$ cat src/rtl/morse_pkg.sv
// Morse keyer shared types: FSM states, ROM code word, constants.
// Imported by the interface, ROM and keyer top.
package morse_pkg;

  typedef enum logic [2:0] {
    IDLE,
    MARK,
    ESPACE,
    CGAP,
    WGAP
  } state_t;

  typedef struct packed {
    logic [2:0] len;
    logic [4:0] pat;
  } code_t;

  localparam logic [7:0] ASCII_SPACE = 8'h20;

endpackage

$ cat src/rtl/morse_if.sv
// Character handshake into the keyer.
// master: source drives in_valid/in_char; slave: keyer drives in_ready.
interface morse_if;

  logic       in_valid;
  logic       in_ready;
  logic [7:0] in_char;

  modport master (
    output in_valid,
    output in_char,
    input  in_ready
  );

  modport slave (
    input  in_valid,
    input  in_char,
    output in_ready
  );

endinterface

$ cat src/rtl/morse_rom.sv
// ASCII to Morse code lookup; folds A-Z onto a-z.
// ch in; valid (supported letter/digit), code {len, pat} out; pat[len-1] first, 1=dash.
module morse_rom
  import morse_pkg::*;
(
  input  logic [7:0] ch,
  output logic       valid,
  output code_t      code
);

  logic [7:0] lc;

  always_comb begin
    lc = ch;
    if (ch >= 8'h41 && ch <= 8'h5a)
      lc = ch + 8'h20;
  end

  always_comb begin
    valid = 1'b1;
    code  = '0;
    case (lc)
      8'h61: code = {3'd2, 5'b00001};
      8'h62: code = {3'd4, 5'b01000};
      8'h63: code = {3'd4, 5'b01010};
      8'h64: code = {3'd3, 5'b00100};
      8'h65: code = {3'd1, 5'b00000};
      8'h66: code = {3'd4, 5'b00010};
      8'h67: code = {3'd3, 5'b00110};
      8'h68: code = {3'd4, 5'b00000};
      8'h69: code = {3'd2, 5'b00000};
      8'h6a: code = {3'd4, 5'b00111};
      8'h6b: code = {3'd3, 5'b00101};
      8'h6c: code = {3'd4, 5'b00100};
      8'h6d: code = {3'd2, 5'b00011};
      8'h6e: code = {3'd2, 5'b00010};
      8'h6f: code = {3'd3, 5'b00111};
      8'h70: code = {3'd4, 5'b00110};
      8'h71: code = {3'd4, 5'b01101};
      8'h72: code = {3'd3, 5'b00010};
      8'h73: code = {3'd3, 5'b00000};
      8'h74: code = {3'd1, 5'b00001};
      8'h75: code = {3'd3, 5'b00001};
      8'h76: code = {3'd4, 5'b00001};
      8'h77: code = {3'd3, 5'b00011};
      8'h78: code = {3'd4, 5'b01001};
      8'h79: code = {3'd4, 5'b01011};
      8'h7a: code = {3'd4, 5'b01100};
      8'h30: code = {3'd5, 5'b11111};
      8'h31: code = {3'd5, 5'b01111};
      8'h32: code = {3'd5, 5'b00111};
      8'h33: code = {3'd5, 5'b00011};
      8'h34: code = {3'd5, 5'b00001};
      8'h35: code = {3'd5, 5'b00000};
      8'h36: code = {3'd5, 5'b10000};
      8'h37: code = {3'd5, 5'b11000};
      8'h38: code = {3'd5, 5'b11100};
      8'h39: code = {3'd5, 5'b11110};
      default: valid = 1'b0;
    endcase
  end

endmodule

$ cat src/rtl/morse_keyer.sv
// Variable-length Morse keyer: ASCII in over src handshake, keyed tone on dout.
// Ports: clk, rst (async high), src (slave), abort, dout, busy, char_done, bad_char.
module morse_keyer
  import morse_pkg::*;
#(
  parameter int DOT_CYCLES = 5000000,
  parameter int DASH_UNITS = 3,
  parameter int CHAR_GAP   = 3,
  parameter int WORD_GAP   = 7
) (
  input  logic   clk,
  input  logic   rst,
  morse_if.slave src,
  input  logic   abort,
  output logic   dout,
  output logic   busy,
  output logic   char_done,
  output logic   bad_char
);

  if (DOT_CYCLES < 1 || DASH_UNITS < 1 || DASH_UNITS > 7 ||
      CHAR_GAP < 1 || CHAR_GAP > 7 ||
      WORD_GAP - CHAR_GAP < 1 || WORD_GAP - CHAR_GAP > 7) begin : g_bad
    $error("morse_keyer: illegal unit parameters");
  end

  localparam int CW = $clog2(DOT_CYCLES + 1);
  localparam logic [CW-1:0] CYC_LAST = CW'(DOT_CYCLES - 1);
  localparam logic [2:0] DASH_N = 3'(DASH_UNITS);
  localparam logic [2:0] CGAP_N = 3'(CHAR_GAP);
  localparam logic [2:0] WGAP_N = 3'(WORD_GAP - CHAR_GAP);

  state_t        state_q, state_d;
  logic [CW-1:0] cyc_q, cyc_d;
  logic [2:0]    unit_q, unit_d;
  logic [2:0]    idx_q, idx_d;
  logic [4:0]    pat_q, pat_d;
  logic          rdy_q;
  logic          rom_valid;
  code_t         rom_code;
  logic          xfer, is_space;
  logic          tick, seg_end, dash, last_d;

  morse_rom u_rom (
    .ch   (src.in_char),
    .valid(rom_valid),
    .code (rom_code)
  );

  function automatic logic [2:0] seg_units(state_t s, logic d);
    case (s)
      MARK:    seg_units = d ? DASH_N : 3'd1;
      CGAP:    seg_units = CGAP_N;
      WGAP:    seg_units = WGAP_N;
      default: seg_units = 3'd1;
    endcase
  endfunction

  assign src.in_ready = rdy_q;
  assign xfer     = src.in_valid && (state_q == IDLE);
  assign is_space = src.in_char == ASCII_SPACE;
  assign dash     = pat_q[idx_q];
  assign tick     = cyc_q == CYC_LAST;
  assign seg_end  = tick &&
    (unit_q == seg_units(state_q, dash) - 3'd1);

  always_comb begin
    state_d = state_q;
    idx_d   = idx_q;
    pat_d   = pat_q;
    case (state_q)
      IDLE: begin
        if (xfer && is_space) begin
          state_d = WGAP;
        end else if (xfer && rom_valid) begin
          state_d = MARK;
          pat_d   = rom_code.pat;
          idx_d   = rom_code.len - 3'd1;
        end
      end
      MARK:
        if (seg_end)
          state_d = (idx_q == 3'd0) ? CGAP : ESPACE;
      ESPACE:
        if (seg_end) begin
          state_d = MARK;
          idx_d   = idx_q - 3'd1;
        end
      CGAP, WGAP:
        if (seg_end) state_d = IDLE;
      default: state_d = IDLE;
    endcase
    if (abort && state_q != IDLE)
      state_d = IDLE;
  end

  // Timers restart on every state entry, so each segment starts at zero.
  always_comb begin
    cyc_d  = cyc_q + CW'(1);
    unit_d = unit_q;
    if (state_d != state_q || state_q == IDLE) begin
      cyc_d  = '0;
      unit_d = '0;
    end else if (tick) begin
      cyc_d  = '0;
      unit_d = unit_q + 3'd1;
    end
  end

  // char_done is registered, so detect the final gap cycle one cycle early.
  assign last_d = (state_d == CGAP || state_d == WGAP) &&
    cyc_d == CYC_LAST &&
    unit_d == seg_units(state_d, 1'b0) - 3'd1;

  always_ff @(posedge clk or posedge rst) begin
    if (rst) begin
      state_q   <= IDLE;
      cyc_q     <= '0;
      unit_q    <= '0;
      idx_q     <= '0;
      pat_q     <= '0;
      rdy_q     <= 1'b1;
      dout      <= 1'b0;
      busy      <= 1'b0;
      char_done <= 1'b0;
      bad_char  <= 1'b0;
    end else begin
      state_q   <= state_d;
      cyc_q     <= cyc_d;
      unit_q    <= unit_d;
      idx_q     <= idx_d;
      pat_q     <= pat_d;
      rdy_q     <= state_d == IDLE;
      dout      <= state_d == MARK;
      busy      <= state_d != IDLE;
      char_done <= last_d;
      bad_char  <= xfer && !is_space && !rom_valid;
    end
  end

endmodule

$ cat src/flat_wrapper.sv
// flat-port wrapper written by rule: the top's interface ports become plain ports
module morse_keyer_flat import morse_pkg::*;
#(
  parameter int DOT_CYCLES = 5000000,
  parameter int DASH_UNITS = 3,
  parameter int CHAR_GAP   = 3,
  parameter int WORD_GAP   = 7
)
  (clk, rst, abort, dout, busy, char_done, bad_char, src_in_valid, src_in_char, src_in_ready);
  morse_if src_i ();
  input  logic clk;
  input  logic rst;
  input  logic abort;
  output logic dout;
  output logic busy;
  output logic char_done;
  output logic bad_char;
  input wire logic [$bits(src_i.in_valid)-1:0] src_in_valid;
  input wire logic [$bits(src_i.in_char)-1:0] src_in_char;
  output wire logic [$bits(src_i.in_ready)-1:0] src_in_ready;
  assign src_i.in_valid = src_in_valid;
  assign src_i.in_char = src_in_char;
  assign src_in_ready = src_i.in_ready;
  morse_keyer #(.DOT_CYCLES(DOT_CYCLES), .DASH_UNITS(DASH_UNITS), .CHAR_GAP(CHAR_GAP), .WORD_GAP(WORD_GAP)) u_core (.clk(clk), .rst(rst), .src(src_i), .abort(abort), .dout(dout), .busy(busy), .char_done(char_done), .bad_char(bad_char));
endmodule
$ cat config.mk
export PLATFORM = sky130hd
export DESIGN_NAME = morse_keyer_flat
export DESIGN_NICKNAME = d
export VERILOG_FILES = /design/src/rtl/morse_pkg.sv /design/src/rtl/morse_if.sv /design/src/rtl/morse_rom.sv /design/src/rtl/morse_keyer.sv /design/src/flat_wrapper.sv
export SDC_FILE = /design/constraint.sdc
export NUM_CORES = 1
export LEC_CHECK = 0
export ABC_AREA = 1
export BUFFER_PORTS_ARGS = -buffer_cell sky130_fd_sc_hd__buf_4
export CORE_MARGIN = 1.5
export CORE_UTILIZATION = 25
export DETAILED_ROUTE_END_ITERATION = 12
export GPL_TIMING_DRIVEN = 0
export SYNTH_ARGS = -nofsm -noshare
export SYNTH_HDL_FRONTEND = slang
export SYNTH_HIERARCHICAL = 1
export SYNTH_SLANG_ARGS = --single-unit
$ cat constraint.sdc
create_clock -name clk -period 3 [get_ports clk]
set_input_delay 0.6 -clock clk [delete_from_list [all_inputs] [get_ports clk]]
set_output_delay 0.6 -clock clk [all_outputs]
set_load 0.02 [all_outputs]
======== Word level (Yosys, flattened, before mapping) ========
Cells that the tools add are included.
operators by class
  add/subtract/negate cells ............... 7
  multiplexer cells ....................... 24
  eq/ne operators ......................... 52
  bitwise operators ....................... 1
  $lt $le $gt $ge ......................... 3
  reduce and logical (&&, ||, !) cells .... 24
operators by type and width
  operator                                                            number
  case mux 8 bit (36 select lines)                                    1
  equality test 8 x 7 -> 1 bit (second input constant)                26
  equality test 8 x 6 -> 1 bit (second input constant)                11
  equality test 23 bit (second input constant)                        2
  two-way mux 23 bit                                                  2
  OR reduction 36 bit                                                 1
  two-way mux 3 bit                                                   11
  adder 23 x 1 -> 23 bit (second input constant)                      1
  case mux 3 bit (2 select lines)                                     2
  case mux 3 bit (4 select lines)                                     1
  subtractor 3 x 1 -> 3 bit (second input constant)                   4
  logical AND 1 bit                                                   10
  equality test 3 x 2 -> 1 bit (second input constant)                3
  logical NOT 3 bit                                                   3
  case mux 3 bit (3 select lines)                                     1
  adder 8 x 6 -> 8 bit (second input constant)                        1
  greater-or-equal comparator 8 x 7 -> 1 bit (second input constant)  1
  <= comparator 8 x 7 -> 1 bit (second input constant)                1
  two-way mux 8 bit                                                   1
  equality test 3 x 1 -> 1 bit (second input constant)                2
  equality test 3 bit                                                 2
  equality test 3 bit (second input constant)                         2
  nonzero test 3 bit                                                  2
  < comparator 3 x 4 -> 1 bit (second input constant)                 1
  14 further kinds                                                    19
storage, ports and cells
  register bits after elaboration ......... 42
  output and inout port bits .............. 5
  bits of input ports ..................... 12
  logic and storage cells ................. 121

======== Logic depth before layout (Yosys ltp) ========
  depth in word-level cells ............... 17
  mapped depth ............................ 26
  mapped depth without buffers ............ 25

======== By module ========
The synthesis kept the hierarchy.
modules (own cells, without submodules)
  module       area an instance (um^2)  times used  cells an instance
  morse_keyer  2633.8                   1           360
  morse_rom    819.5                    1           155

======== Worst setup path after synthesis ========
No wires, ideal clock.
  kind .................................... input port to flip-flop
  start point ............................. input src_in_char[7]
  end point ............................... register u_core.cyc_q[6]
  buffers on the path ..................... 1
  slack ................................... 65 ps
  arrival time ............................ 2855 ps
  required time ........................... 2920 ps
  stages on the path ...................... 23
  cell sequence ........................... inv_1 > nand2_1 > nor2_1 > nand3_4 > a21oi_4 > nand2_4 > inv_4 > nand2_1 > nand2_1 > nor2_1 > nand2_1 > nand3_1 > or2_1 > buf_6 > nand2_4 > nor2_1 > nand2_1 > nand2_2 > nand2_2 > nand2_4 > clkinv_2 > nand2_4 > nor3_2
between the ends
  cells in the longest elaborated chain, start to end .. 14
  elaborated cells on any way between the ends .. 53
RTL lines
  item                                                                                        line                source
  start: declaration                                                                          flat_wrapper.sv:19  input wire logic [$bits(src_i.in_char)-1:0] src_in_char;
  greater-or-equal comparator 8 x 7 -> 1 bit or <= comparator 8 x 7 -> 1 bit (tied branches)  morse_rom.sv:15     if (ch >= 8'h41 && ch <= 8'h5a)
  logical AND 1 bit                                                                           morse_rom.sv:15
  two-way mux 8 bit *                                                                         morse_rom.sv:15
  equality test 8 x 6 -> 1 bit or equality test 8 x 7 -> 1 bit (tied branches)                morse_rom.sv:22     case (lc)
  OR reduction 36 bit (no line) *                                                             --
  two-way mux 1 bit *                                                                         morse_rom.sv:22
  net u_core.rom_valid                                                                        morse_keyer.sv:39   logic rom_valid;
  logical AND 1 bit *                                                                         morse_keyer.sv:75   end else if (xfer && rom_valid) begin
  two-way mux 3 bit *                                                                         morse_keyer.sv:75
  two-way mux 3 bit *                                                                         morse_keyer.sv:73   if (xfer && is_space) begin
  case mux 3 bit (4 select lines) *                                                           morse_keyer.sv:71   case (state_q)
  two-way mux 3 bit *                                                                         morse_keyer.sv:93   if (abort && state_q != IDLE)
  inequality test 3 bit *                                                                     morse_keyer.sv:101  if (state_d != state_q || state_q == IDLE) begin
  logical OR 1 bit *                                                                          morse_keyer.sv:101
  two-way mux 23 bit *                                                                        morse_keyer.sv:101
  net u_core.cyc_d[6]                                                                         morse_keyer.sv:34   logic [CW-1:0] cyc_q, cyc_d;
  end signal: assignment                                                                      morse_keyer.sv:129  cyc_q <= cyc_d;
  end: declaration                                                                            morse_keyer.sv:34
The timed path passes the listed nets; every way through them passes the cells marked *.
A chain may end at the register's enable or synchronous reset.

======== Worst setup path in the final report ========
  start point ............................. input src_in_char[3]
  end point ............................... register u_core.char_done
between the ends
  cells in the longest elaborated chain, start to end .. 17
  elaborated cells on any way between the ends .. 63
RTL lines
  item                                                                                        line                source
  greater-or-equal comparator 8 x 7 -> 1 bit or <= comparator 8 x 7 -> 1 bit (tied branches)  morse_rom.sv:15
  logical AND 1 bit                                                                           morse_rom.sv:15
  two-way mux 8 bit *                                                                         morse_rom.sv:15
  equality test 8 x 6 -> 1 bit or equality test 8 x 7 -> 1 bit (tied branches)                morse_rom.sv:22
  OR reduction 36 bit (no line) *                                                             --
  two-way mux 1 bit *                                                                         morse_rom.sv:22
  net u_core.rom_valid                                                                        morse_keyer.sv:39
  logical AND 1 bit *                                                                         morse_keyer.sv:75
  two-way mux 3 bit *                                                                         morse_keyer.sv:75
  two-way mux 3 bit *                                                                         morse_keyer.sv:73
  case mux 3 bit (4 select lines) *                                                           morse_keyer.sv:71
  two-way mux 3 bit *                                                                         morse_keyer.sv:93
  parallel branches: the longest is 5 deep, another holds subtractor 3 x 1 -> 3 bit           --
  logical AND 1 bit *                                                                         morse_keyer.sv:112  cyc_d == CYC_LAST &&
  net u_core.last_d                                                                           morse_keyer.sv:42   logic tick, seg_end, dash, last_d;
  end signal: assignment                                                                      morse_keyer.sv:136  char_done <= last_d;
  end: declaration                                                                            morse_keyer.sv:17   output logic char_done,
Mark *: on every way through the listed nets, which the timed path passes.

==> flow_metrics.tcl <==
set metrics [dict create \
    power_density_nw_per_um2 446 \
    r2r_cells 17 \
    vias 3388 \
    ir_drop_mv 0.223 \
    num-nets-final 583 \
    io_pins 17 \
    cts_tree "built" \
    floorplan.initialDensity_pct 25.9 \
    r2r_end "u_core/cyc_q[6]" \
    synth_compound_area_share_pct 7.86 \
    die-area_sq_um 14500 \
    period_needed_ps 2970 \
    port_buffers 16 \
    whs_ps 326 \
    fill_cells 1433 \
    cts.clk_slew.worst_paths_ps 60 \
    skew_ps 4.52 \
    cts-buffers-inserted 5 \
    crit_path_end_kind "flop" \
    cts_hold_buffers 0 \
    clockBufferDepth 2 \
    clock_sinks 42 \
    clk_latency_ps 290 \
    tightest_slew_ps 475 \
    slew_headroom_pct 68.0 \
    synth_xor_area_share_pct 4.06 \
    row_count 42 \
    total_power_w 0.00205 \
    synth_flop_cell "dfrtp_1" \
    fp.dieW_um 121 \
    core_area_sq_um 13300 \
    antenna_found_initial 0 \
    synth_nets 532 \
    synthSimpleGateAreaFrac_pct 45.1 \
    gr-total-overflow 0 \
    wl_per_cell_um 12.1 \
    crit_arrival_ps 3180 \
    dpl-instance-area_sq_um 3810 \
    critPathLaunchType "input port" \
    hp-class "in2async" \
    syn_area_sq_um 3450 \
    drt_iter0_drc 191 \
    final_antenna_net_count 0 \
    ys_types 41 \
    grt_max_degree 25 \
    vias_per_cell 4.56 \
    setup_violations 0 \
    grt_pass1_wl_um 15100 \
    r2r-start "u_core/state_q[2]" \
    synth_cells 515 \
    area_growth_pct 33.1 \
    period_share_pct 98.9 \
    drc 0 \
    n_antenna_cell 0 \
    cp.required_ps 3220 \
    gp_congestion 0.919 \
    dr.pass1.iters 5 \
    grt_pass1_vias 3291 \
    hpwl_um 6490 \
    rrSetupSlack_ps 200 \
    leakage_nw 2.09 \
    h-tree-depth 2 \
    status "completed" \
    hold_viol 0 \
    rsz0062_at_grt "yes" \
    crit_type "in2reg" \
    crit_fanout 7 \
    synth_seq_cells 42 \
    synth-edff-count 0 \
    root_buffer "clkbuf_16" \
    ys_seq_area_share_pct 30.5 \
    yosys_warnings 6 \
    layout-drive-gt1-share_pct 26.3 \
    syn_avg_cell_area_sq_um 6.71 \
    synth_top_family_by_area "simple AND/OR/NAND/NOR gates" \
    clock.fmax_ghz 0.337 \
    drv_cap 0 \
    synthMuxAreaShare_pct 1.30 \
    finalInstanceArea_sq_um 4600 \
    grt_usage_pct 12.6 \
    die_h_um 121 \
    synthArstFlopShare_pct 100 \
    synth_adder_area_share_pct 1.81 \
    drv_slew 0 \
    wl_um 9010 \
]
-- area by class of cell --
type	instances	area, sq um	area share (%)
Multi-Input combinational cell	394	2420	52.6
Timing Repair Buffer	42	402	8.74
Sequential cell	42	1050	22.9
Tap cell	176	220	4.79
Buffer	4	41.3	0.898
Clock buffer	5	125	2.72
Inverter	77	317	6.89
Clock inverter	3	21.3	0.463
-- stage by stage --
step / TNS (ps) / setup slack [ps] / instances / util [%]
2_1_floorplan: 0 / 64.8 / 515 / -
3_3_place_gp: -14610 / -591 / 707 / 28.4
3_5_place_dp: -13990 / -568 / 708 / 28.6
4_1_cts: 0 / 7.48 / 725 / 30.9
5_1_grt: -1910 / -166 / 743 / 34.4
6_report: 0 / 32.1 / 743 / 34.4
-- power by group --
group	total [W]	internal, W	switching, W
Combinational	0.000818	0.000313	0.000504
Sequential	0.000689	0.000641	0.0000486
Clock	0.000542	0.000308	0.000234
-- state kept, by name, summed over array words and instances, names as in the netlist --
| register | flops |
|---|---|
| u_core/busy | 1 |
| u_core/unit_q | 3 |
| u_core/cyc_q | 23 |
| u_core/pat_q | 5 |
| u_core/char_done | 1 |
| u_core/state_q | 3 |
| u_core/idx_q | 3 |
| u_core/dout | 1 |
| u_core/bad_char | 1 |
| u_core/src.in_ready | 1 |
-- what timing repair did --
action,in CTS,in global routing
pin swaps,11,34
setup buffers,8,16
cloned,1,2
setup endpoints to repair,27,30
hold endpoints to repair,0,0
resized for setup,19,76
-- critical path, cell delays in order --
cell and delay, ps:
buf_12 120, nor2_4 180, nand3_4 150, nand4_4 120
nand2_8 100, nor2_8 160, nand2_4 90, nor2_4 130
nand2_2 70, nand2_2 90, nor2_1 40, nand2_1 100
nand3_1 80, or2_1 240, buf_6 130, nand2_8 60
nor2_2 40, nand2_2 100, nand3_1 90, a21oi_1 150
nand2_1 70, nor2_1 110, nand2_1 60, nor2_1 110
-- logic make-up (layout without fill, tap and decap cells) --
family                   after synthesis  after routing
flip-flops                            42             42
multiplexers                           4              4
buffers and inverters                 81            131
AO/OA/AOI/OAI                         42             42
XOR/XNOR                              16             16
AND/OR/NAND/NOR                      325            327
adder cells (fa/ha/maj)                5              5
-- metal layers --
layer / vias to the layer above / global-route usage, % / routed length, um
met5: - / 0 / 0
li1: 1740 / - / -
met1: 1539 / 16.9 / 4220
met3: 20 / 1.51 / 339
met4: 0 / 4.34 / 208
met2: 89 / 20.8 / 4240
-- cell usage in the layout, fill, tap and decap left out, types with 2 or more instances in the layout --
master,count
ha_1,4
nand4_1,14
a21oi_1,9
inv_2,4
a211oi_1,2
nor2_2,7
nand2_1,106
nor2_1,87
dfrtp_1,41
nand3_1,31
nor2_4,29
nand3_2,7
o21ai_0,14
o21ai_1,3
nand2_8,6
nand2_2,7
nor3_2,3
clkbuf_16,6
nor3_1,9
mux2_2,4
or2_2,3
nand3_4,2
o21ai_2,4
buf_12,5
xor2_1,10
xnor2_1,6
nand2_4,6
a21oi_4,2
inv_4,2
inv_6,2
inv_1,68
o211ai_1,5
nand4_4,2
buf_4,32
nand3b_1,5
buf_6,6
-- synthesized netlist by cell type, drive strengths merged, types with 2 or more instances --
cell type / count / area share [%]
nand4: 16 / 3.3
o21ai: 21 / 3.5
dfrtp: 41 / 30
a211oi: 2 / 0.43
nand2: 124 / 16
a21oi: 11 / 2.2
ha: 5 / 1.8
nor3: 12 / 1.9
buf: 3 / 0.80
o211ai: 5 / 1.1
nor2: 123 / 15
xor2: 10 / 2.5
nand3: 40 / 6.7
mux2: 4 / 1.3
or2: 4 / 0.72
inv: 76 / 8.3
xnor2: 6 / 1.5
nand3b: 5 / 1.1
-- worst max-delay path by stage --
stage | startpoint | cells after the start | to
2_1_floorplan | src_in_char[7] | 23 | u_core/cyc_q[6]
3_3_place_gp | src_in_char[2] | 24 | u_core/cyc_q[6]
3_5_place_dp | src_in_char[2] | 24 | u_core/cyc_q[11]
4_1_cts | src_in_char[1] | 25 | u_core/cyc_q[6]
5_1_grt | src_in_char[3] | 26 | u_core/char_done
6_report | src_in_char[3] | 24 | u_core/char_done
Power figures use the tool's default switching activity.
